`src/rtl/game_sequencer_if.sv`:
```
// Board/print-block bundle for the calculator-game sequencer.
// The master side is the sequencer; the slave side is the board and print block.
interface game_sequencer_if;
    logic       startgame;
    logic [2:0] level_sel;
    logic       key_valid;
    logic [3:0] key_code;
    logic [3:0] value;
    logic       print_done;
    logic [3:0] state;
    logic [2:0] start_level;
    logic [2:0] current_level;
    logic [3:0] response;
    logic [1:0] score;
    logic       game_over;

    modport master (
        input  startgame, level_sel, key_valid, key_code, value, print_done,
        output state, start_level, current_level, response, score, game_over
    );

    modport slave (
        output startgame, level_sel, key_valid, key_code, value, print_done,
        input  state, start_level, current_level, response, score, game_over
    );
endinterface

```
`src/rtl/game_sequencer.sv`:
```
// Calculator-game controller: levels, keypad answers, score, print handshake.
// Optional answer timeout is enabled by defining GAME_TIMEOUT_EN.
module game_sequencer #(
    parameter int ERR_TICKS      = 4,
    parameter int ANSWER_TIMEOUT = 15,
    parameter int LAST_LEVEL     = 3
) (
    input  logic tick,
    input  logic reset,
    game_sequencer_if.master bus
);
    localparam int CMAX = (ERR_TICKS > ANSWER_TIMEOUT) ? ERR_TICKS : ANSWER_TIMEOUT;
    localparam int CW   = (CMAX < 2) ? 1 : $clog2(CMAX + 1);
    localparam logic [2:0]    LAST   = 3'(LAST_LEVEL);
    localparam logic [CW-1:0] ERR_LD = CW'(ERR_TICKS - 1);
    localparam logic [3:0]    R_NONE = 4'd11;

    // Encodings double as display codes; HOLD is shown as 0.
    typedef enum logic [3:0] {
        S_GAP   = 4'd0,
        S_TITLE = 4'd1,
        S_CLEAR = 4'd2,
        S_QUEST = 4'd3,
        S_ANS   = 4'd4,
        S_SCORE = 4'd8,
        S_BYE   = 4'd10,
        S_ERR   = 4'd11,
        S_HOLD  = 4'd15
    } st_t;

    st_t           r_st, w_st, r_tgt, w_tgt;
    logic [3:0]    r_disp;
    logic [2:0]    r_sl, w_sl, r_cl, w_cl, w_clamp;
    logic [3:0]    r_resp, w_resp;
    logic [1:0]    r_score, w_score;
    logic          r_over, w_over;
    logic [CW-1:0] r_cnt, w_cnt;
    logic          w_digit, w_submit, w_advance;

    always_comb begin
        w_clamp = bus.level_sel;
        if (bus.level_sel == 3'd0)
            w_clamp = 3'd1;
        else if (bus.level_sel > LAST)
            w_clamp = LAST;
    end

    assign w_digit  = bus.key_valid && (bus.key_code <= 4'd9);
    assign w_submit = bus.key_valid && (bus.key_code == 4'd14) && (r_resp != R_NONE);

    always_comb begin
        w_st      = r_st;
        w_tgt     = r_tgt;
        w_sl      = r_sl;
        w_cl      = r_cl;
        w_resp    = r_resp;
        w_score   = r_score;
        w_over    = r_over;
        w_cnt     = r_cnt;
        w_advance = 1'b0;
        unique case (r_st)
            S_GAP: begin
                w_st = r_tgt;
                if (r_tgt == S_ANS) begin
                    w_resp = R_NONE;
`ifdef GAME_TIMEOUT_EN
                    w_cnt = CW'(ANSWER_TIMEOUT);
`endif
                end
            end
            S_TITLE: begin
                w_sl = w_clamp;
                if (bus.print_done) begin
                    w_cl    = w_clamp;
                    w_score = 2'd0;
                    w_st    = S_GAP;
                    w_tgt   = S_CLEAR;
                end
            end
            S_CLEAR: w_st = S_QUEST;
            S_QUEST: begin
                if (bus.print_done) begin
                    w_st  = S_GAP;
                    w_tgt = S_ANS;
                end
            end
            S_ANS: begin
                if (w_digit) begin
                    w_resp = bus.key_code;
                end else if (w_submit) begin
                    if (r_resp == bus.value) begin
                        if (r_score != 2'd3)
                            w_score = r_score + 2'd1;
                        w_advance = 1'b1;
                    end else begin
                        w_st  = S_ERR;
                        w_cnt = ERR_LD;
                    end
                end
`ifdef GAME_TIMEOUT_EN
                // A digit keeps counting down; only a submit escapes.
                if (w_st == S_ANS && !w_advance) begin
                    if (r_cnt <= CW'(1)) begin
                        w_st  = S_ERR;
                        w_cnt = ERR_LD;
                    end else begin
                        w_cnt = r_cnt - CW'(1);
                    end
                end
`endif
            end
            S_ERR: begin
                if (r_cnt == '0)
                    w_advance = 1'b1;
                else
                    w_cnt = r_cnt - CW'(1);
            end
            S_SCORE: begin
                if (bus.print_done) begin
                    w_st  = S_GAP;
                    w_tgt = S_BYE;
                end
            end
            S_BYE: begin
                if (bus.print_done) begin
                    w_st   = S_HOLD;
                    w_over = 1'b1;
                end
            end
            S_HOLD: begin
                if (!bus.startgame) begin
                    w_st   = S_TITLE;
                    w_over = 1'b0;
                end
            end
            default: w_st = S_GAP;
        endcase
        if (w_advance) begin
            w_st = S_GAP;
            if (r_cl == LAST) begin
                w_tgt = S_SCORE;
            end else begin
                w_cl  = r_cl + 3'd1;
                w_tgt = S_CLEAR;
            end
        end
    end

    always_ff @(posedge tick or posedge reset) begin
        if (reset) begin
            r_st    <= S_GAP;
            r_tgt   <= S_TITLE;
            r_disp  <= 4'd0;
            r_sl    <= 3'd1;
            r_cl    <= 3'd1;
            r_resp  <= R_NONE;
            r_score <= 2'd0;
            r_over  <= 1'b0;
            r_cnt   <= '0;
        end else begin
            r_st    <= w_st;
            r_tgt   <= w_tgt;
            r_disp  <= (w_st == S_HOLD) ? 4'd0 : w_st;
            r_sl    <= w_sl;
            r_cl    <= w_cl;
            r_resp  <= w_resp;
            r_score <= w_score;
            r_over  <= w_over;
            r_cnt   <= w_cnt;
        end
    end

    assign bus.state         = r_disp;
    assign bus.start_level   = r_sl;
    assign bus.current_level = r_cl;
    assign bus.response      = r_resp;
    assign bus.score         = r_score;
    assign bus.game_over     = r_over;
endmodule

```
`src/flat_wrapper.sv`:
```
// flat-port wrapper written by rule: the top's interface ports become plain ports
module game_sequencer_flat 
#(
    parameter int ERR_TICKS      = 4,
    parameter int ANSWER_TIMEOUT = 15,
    parameter int LAST_LEVEL     = 3
)
  (tick, reset, bus_startgame, bus_level_sel, bus_key_valid, bus_key_code, bus_value, bus_print_done, bus_state, bus_start_level, bus_current_level, bus_response, bus_score, bus_game_over);
  game_sequencer_if bus_i ();
  input  logic tick;
  input  logic reset;
  input wire logic [$bits(bus_i.startgame)-1:0] bus_startgame;
  input wire logic [$bits(bus_i.level_sel)-1:0] bus_level_sel;
  input wire logic [$bits(bus_i.key_valid)-1:0] bus_key_valid;
  input wire logic [$bits(bus_i.key_code)-1:0] bus_key_code;
  input wire logic [$bits(bus_i.value)-1:0] bus_value;
  input wire logic [$bits(bus_i.print_done)-1:0] bus_print_done;
  output wire logic [$bits(bus_i.state)-1:0] bus_state;
  output wire logic [$bits(bus_i.start_level)-1:0] bus_start_level;
  output wire logic [$bits(bus_i.current_level)-1:0] bus_current_level;
  output wire logic [$bits(bus_i.response)-1:0] bus_response;
  output wire logic [$bits(bus_i.score)-1:0] bus_score;
  output wire logic [$bits(bus_i.game_over)-1:0] bus_game_over;
  assign bus_i.startgame = bus_startgame;
  assign bus_i.level_sel = bus_level_sel;
  assign bus_i.key_valid = bus_key_valid;
  assign bus_i.key_code = bus_key_code;
  assign bus_i.value = bus_value;
  assign bus_i.print_done = bus_print_done;
  assign bus_state = bus_i.state;
  assign bus_start_level = bus_i.start_level;
  assign bus_current_level = bus_i.current_level;
  assign bus_response = bus_i.response;
  assign bus_score = bus_i.score;
  assign bus_game_over = bus_i.game_over;
  game_sequencer #(.ERR_TICKS(ERR_TICKS), .ANSWER_TIMEOUT(ANSWER_TIMEOUT), .LAST_LEVEL(LAST_LEVEL)) u_core (.tick(tick), .reset(reset), .bus(bus_i));
endmodule
```
`config.mk`:
```
export PLATFORM = sky130hd
export DESIGN_NAME = game_sequencer_flat
export DESIGN_NICKNAME = d
export VERILOG_FILES = /design/src/rtl/game_sequencer_if.sv /design/src/rtl/game_sequencer.sv /design/src/flat_wrapper.sv
export SDC_FILE = /design/constraint.sdc
export NUM_CORES = 1
export LEC_CHECK = 0
export ABC_AREA = 1
export CAP_MARGIN = 10
export CORE_ASPECT_RATIO = 0.8
export CORE_UTILIZATION = 25
export DETAILED_ROUTE_END_ITERATION = 10
export PLACE_DENSITY = 0.46
export SYNTH_ARGS = -nofsm -noshare
export SYNTH_HDL_FRONTEND = slang
export SYNTH_SLANG_ARGS = --single-unit
export TNS_END_PERCENT = 1
```
`constraint.sdc`:
```
create_clock -name tick -period 1.3 [get_ports tick]
set_input_delay 0.39 -clock tick [delete_from_list [all_inputs] [get_ports tick]]
set_output_delay 0.39 -clock tick [all_outputs]
set_load 0.02 [all_outputs]
```
==> summary.md <==
| Metric | Value |
|---|---|
| CP Capture Type | flip-flop |
| Cells after Synth | 220 |
| I/O Buffers | 32 |
| Vias | 1,649 |
| Die Span Y | 74.4 um |
| Status | complete, but fails checks |
| Final-layout fill cell count | 615 |
| Clock Path Buffers | 2 |
| Chip Width | 92.5 um |
| Pins Over Slew Limit | 0 |
| CTS clk-pin slew, worst paths | 0.07 ns |
| CTS H-Tree Depth | 2 |
| Final setup viols | 31 |
| RSZ-0062 raised after global routing | true |
| Leak pwr | 1.43 nW |
| First DRT Iteration DRCs | 56 |
| Worst min-delay path class | in2async |
| Setup crit start kind | primary input |
| GRT met1 Usage | 18.4% |
| Wire per inst | 10.9 um |
| Worst hold slack | 0.456 ns |
| Worst-Margin Slew | 0.349 ns |
| DPL Wire Length | 3100 um |
| Reg2reg start | u_core.r_st[1] |
| Netlist cell types | 27 |
| # IOs | 33 |
| GR Util All Layers | 13.5% |
| Worst-path maximum fanout | 4 |
| TNS Setup | -5.71 ns |
| Fmax achieved | 0.629 GHz |
| GRT busiest layer | met2 |
| Peak supply drop | 989 uV |
| Clock root buffer | clkbuf_8 |
| Proportion of layout cells with a drive suffix above 1 | 44.1% |
| Power density over the cells | 1960 mW/mm2 |
| Post-route ant nets | 0 |
| P&R area growth vs syn | 65.6% |
| Top cells by area, synth | dfrtp_1 (35%), nand2_1 (12%), dfstp_2 (9.6%) |
| Hold Vio Cnt, Final | 0 |
| GR Util met3 | 3.58% |
| Arrival @ worst endpoint | 1.80 ns |
| Vias in the first global route | 1,594 |
| Synth top area share | 35.1% |
| GP Congestion | 0.735 |
| Avg Cell Area, Syn | 7.44 um2 |
| GRT met2 Usage | 21.5% |
| Failing checks | setup timing |
| Relative slew slack | 76.5% |
| Sinks on Clock Net | 29 |
| Largest net degree at the start of global routing | 30 |
| Fin worst setup slack | -0.291 ns |
| Fin crit share | 122% |
| Antenna Cells | 0 |
| CP startpoint | bus_value[0] |
| Minimum clock period | 1.59 ns |
| Residual DRC | 0 |
| Core box area | 0.00610 mm2 |
| Critical path class | in2reg |
| DRT Pass-1 Iters | 4 |
| Wirelength, routed | 4300 um |
| Clk_skew | 0.00605 ns |
| Post-synthesis register bit count | 29 |
| Cell row count | 25 |
| First-pass GRT wire length | 7200 um |
| Synth area leader | dfrtp_1 |
| Sequential area share after synthesis | 44.8% |
| CTS tree | yes |
| Die area | 0.00688 mm2 |
| Total CTS buffers | 5 |
| Grt total ovfl | 0 |
| CP Data Required Time | 1.50 ns |
| Worst-Skew Late Latency | 0.27 ns |
| Post-CTS Hold Fix Bufs | 0 |
| Yosys warnings | 0 |
| Vias per cell | 4.19 |
| Initial core utilization | 26.9% |
| MaxCap Viol Count | 0 |
| Post-synthesis cell area | 0.00164 mm2 |
| Post-synth net total | 239 |
| Post-layout net count | 331 |
| Initial antenna violation count | 0 |
cell type report:
cell class / instances / area [um2] / area share (%)
clock buffers: 8 / 90.1 / 3.32
repair buffers: 84 / 669 / 24.7
multi-input cells: 149 / 955 / 35.2
well taps: 81 / 101 / 3.74
flip-flops and latches: 29 / 736 / 27.1
inverters: 43 / 161 / 5.95
power by group:
part	leakage [nW]	switching, W	internal, W	total (W)
Sequential	0.346	0.000285	0.00130	0.00159
Combinational	1.04	0.00157	0.00139	0.00296
Clock	0.0455	0.000333	0.000431	0.000764
sequential cells by signal, indices dropped and copies added (netlist names):
register	count
u_core.bus.start_level	3
u_core.bus.score	2
u_core.bus.response	4
u_core.bus.current_level	3
u_core.bus.state	4
u_core.r_tgt	4
u_core.bus.game_over	1
u_core.r_st	4
u_core.r_cnt	4
cell usage after synthesis:
cell type and n:
xor2_1 1, nand2_2 1, nor2_4 3, a22o_1 1
a31oi_1 1, a21oi_2 1, nand3_2 3, nand3_1 16
a2bb2oi_1 1, ha_1 3, nand4_1 3, nor3_1 2
o21ai_0 17, nand2_1 52, dfstp_2 6, a22oi_1 1
a21oi_1 4, nor2_2 3, o21ai_1 1, nand2_4 2
dfrtp_1 23, o21a_1 1, o21ai_2 1, inv_1 39
nor2_1 29, inv_2 4, nor4_1 1
cells by family (layout without fill, tap and decap cells):
kind of cell	Yosys count	count (layout)	synth area share, %
AND/OR/NAND/NOR	115	116	32.4
AO/OA/AOI/OAI	29	29	10.2
adder cells (fa/ha/maj)	3	3	2.29
buffers and inverters	43	135	9.85
XOR/XNOR	1	1	0.535
flip-flops	29	29	44.8
per-stage QoR:
stage               utilization, %  instances  setup slack [ns]  area (um2)  total power (W)
finish                        44.5        394            -0.291        2710          0.00531
global route                  44.5        394            -0.408        2710          0.00572
global placement              39.5        375            -0.642        2410          0.00419
floorplan                        -        220            -0.188        1660          0.00291
CTS                           43.6        393            -0.275        2660          0.00524
detailed placement            39.5        375            -0.642        2410          0.00418
worst max-delay path, cell delays in order:
cell and delay [ns]:
clkdlybuf4s50_1 0.47, inv_1 0.04, nand2_1 0.06, nand2_2 0.06
nor2_4 0.16, nand4_1 0.19, nand2_2 0.14, nand2_2 0.08
inv_2 0.08, nand2_1 0.05, o21ai_1 0.08
layer usage:
layer  routed length, um  vias up
met2                1920       22
met3                 162        4
li1                    -      881
met1                2180      742
met4                  35        0
met5                   0        -
cell usage in the layout (no fill, tap or decap), types with 2 or more instances in the layout:
cell type and n:
buf_4 51, inv_1 36, nand2_1 35, nor2_1 22
dfrtp_1 21, nand2_2 16, o21ai_0 11, nor2_4 10
buf_2 10, nand3_1 9, dlygate4sd2_1 9, inv_2 7
o21ai_1 7, clkbuf_8 6, clkdlybuf4s50_1 6, dfstp_2 6
nand2_4 5, nand3_4 5, nand3_2 5, buf_6 5
nand4_1 3, nor2_2 3, a21oi_1 3, ha_1 3
nor3_1 2, clkbuf_1 2, dfrtp_2 2
final timing paths:
path	end	slack, ns	cells past startpoint
max reg2reg	u_core.bus.state[1]	-0.28	10
min reg2reg	u_core.r_tgt[0]	0.47	2
min in group tick	u_core.r_tgt[0]	0.47	2
max in group asynchronous	u_core.bus.response[0]	0.61	3
min	u_core.bus.current_level[2]	0.46	3
max	u_core.bus.current_level[0]	-0.29	11
timing repair:
item,4_1_cts,5_1_grt
resized for setup,118,20
endpoints found under the hold margin,0,0
pin swaps,18,6
cloned,1,0
endpoints found under the setup margin,44,36
buffers inserted,9,1
Power figures use the tool's default switching activity.
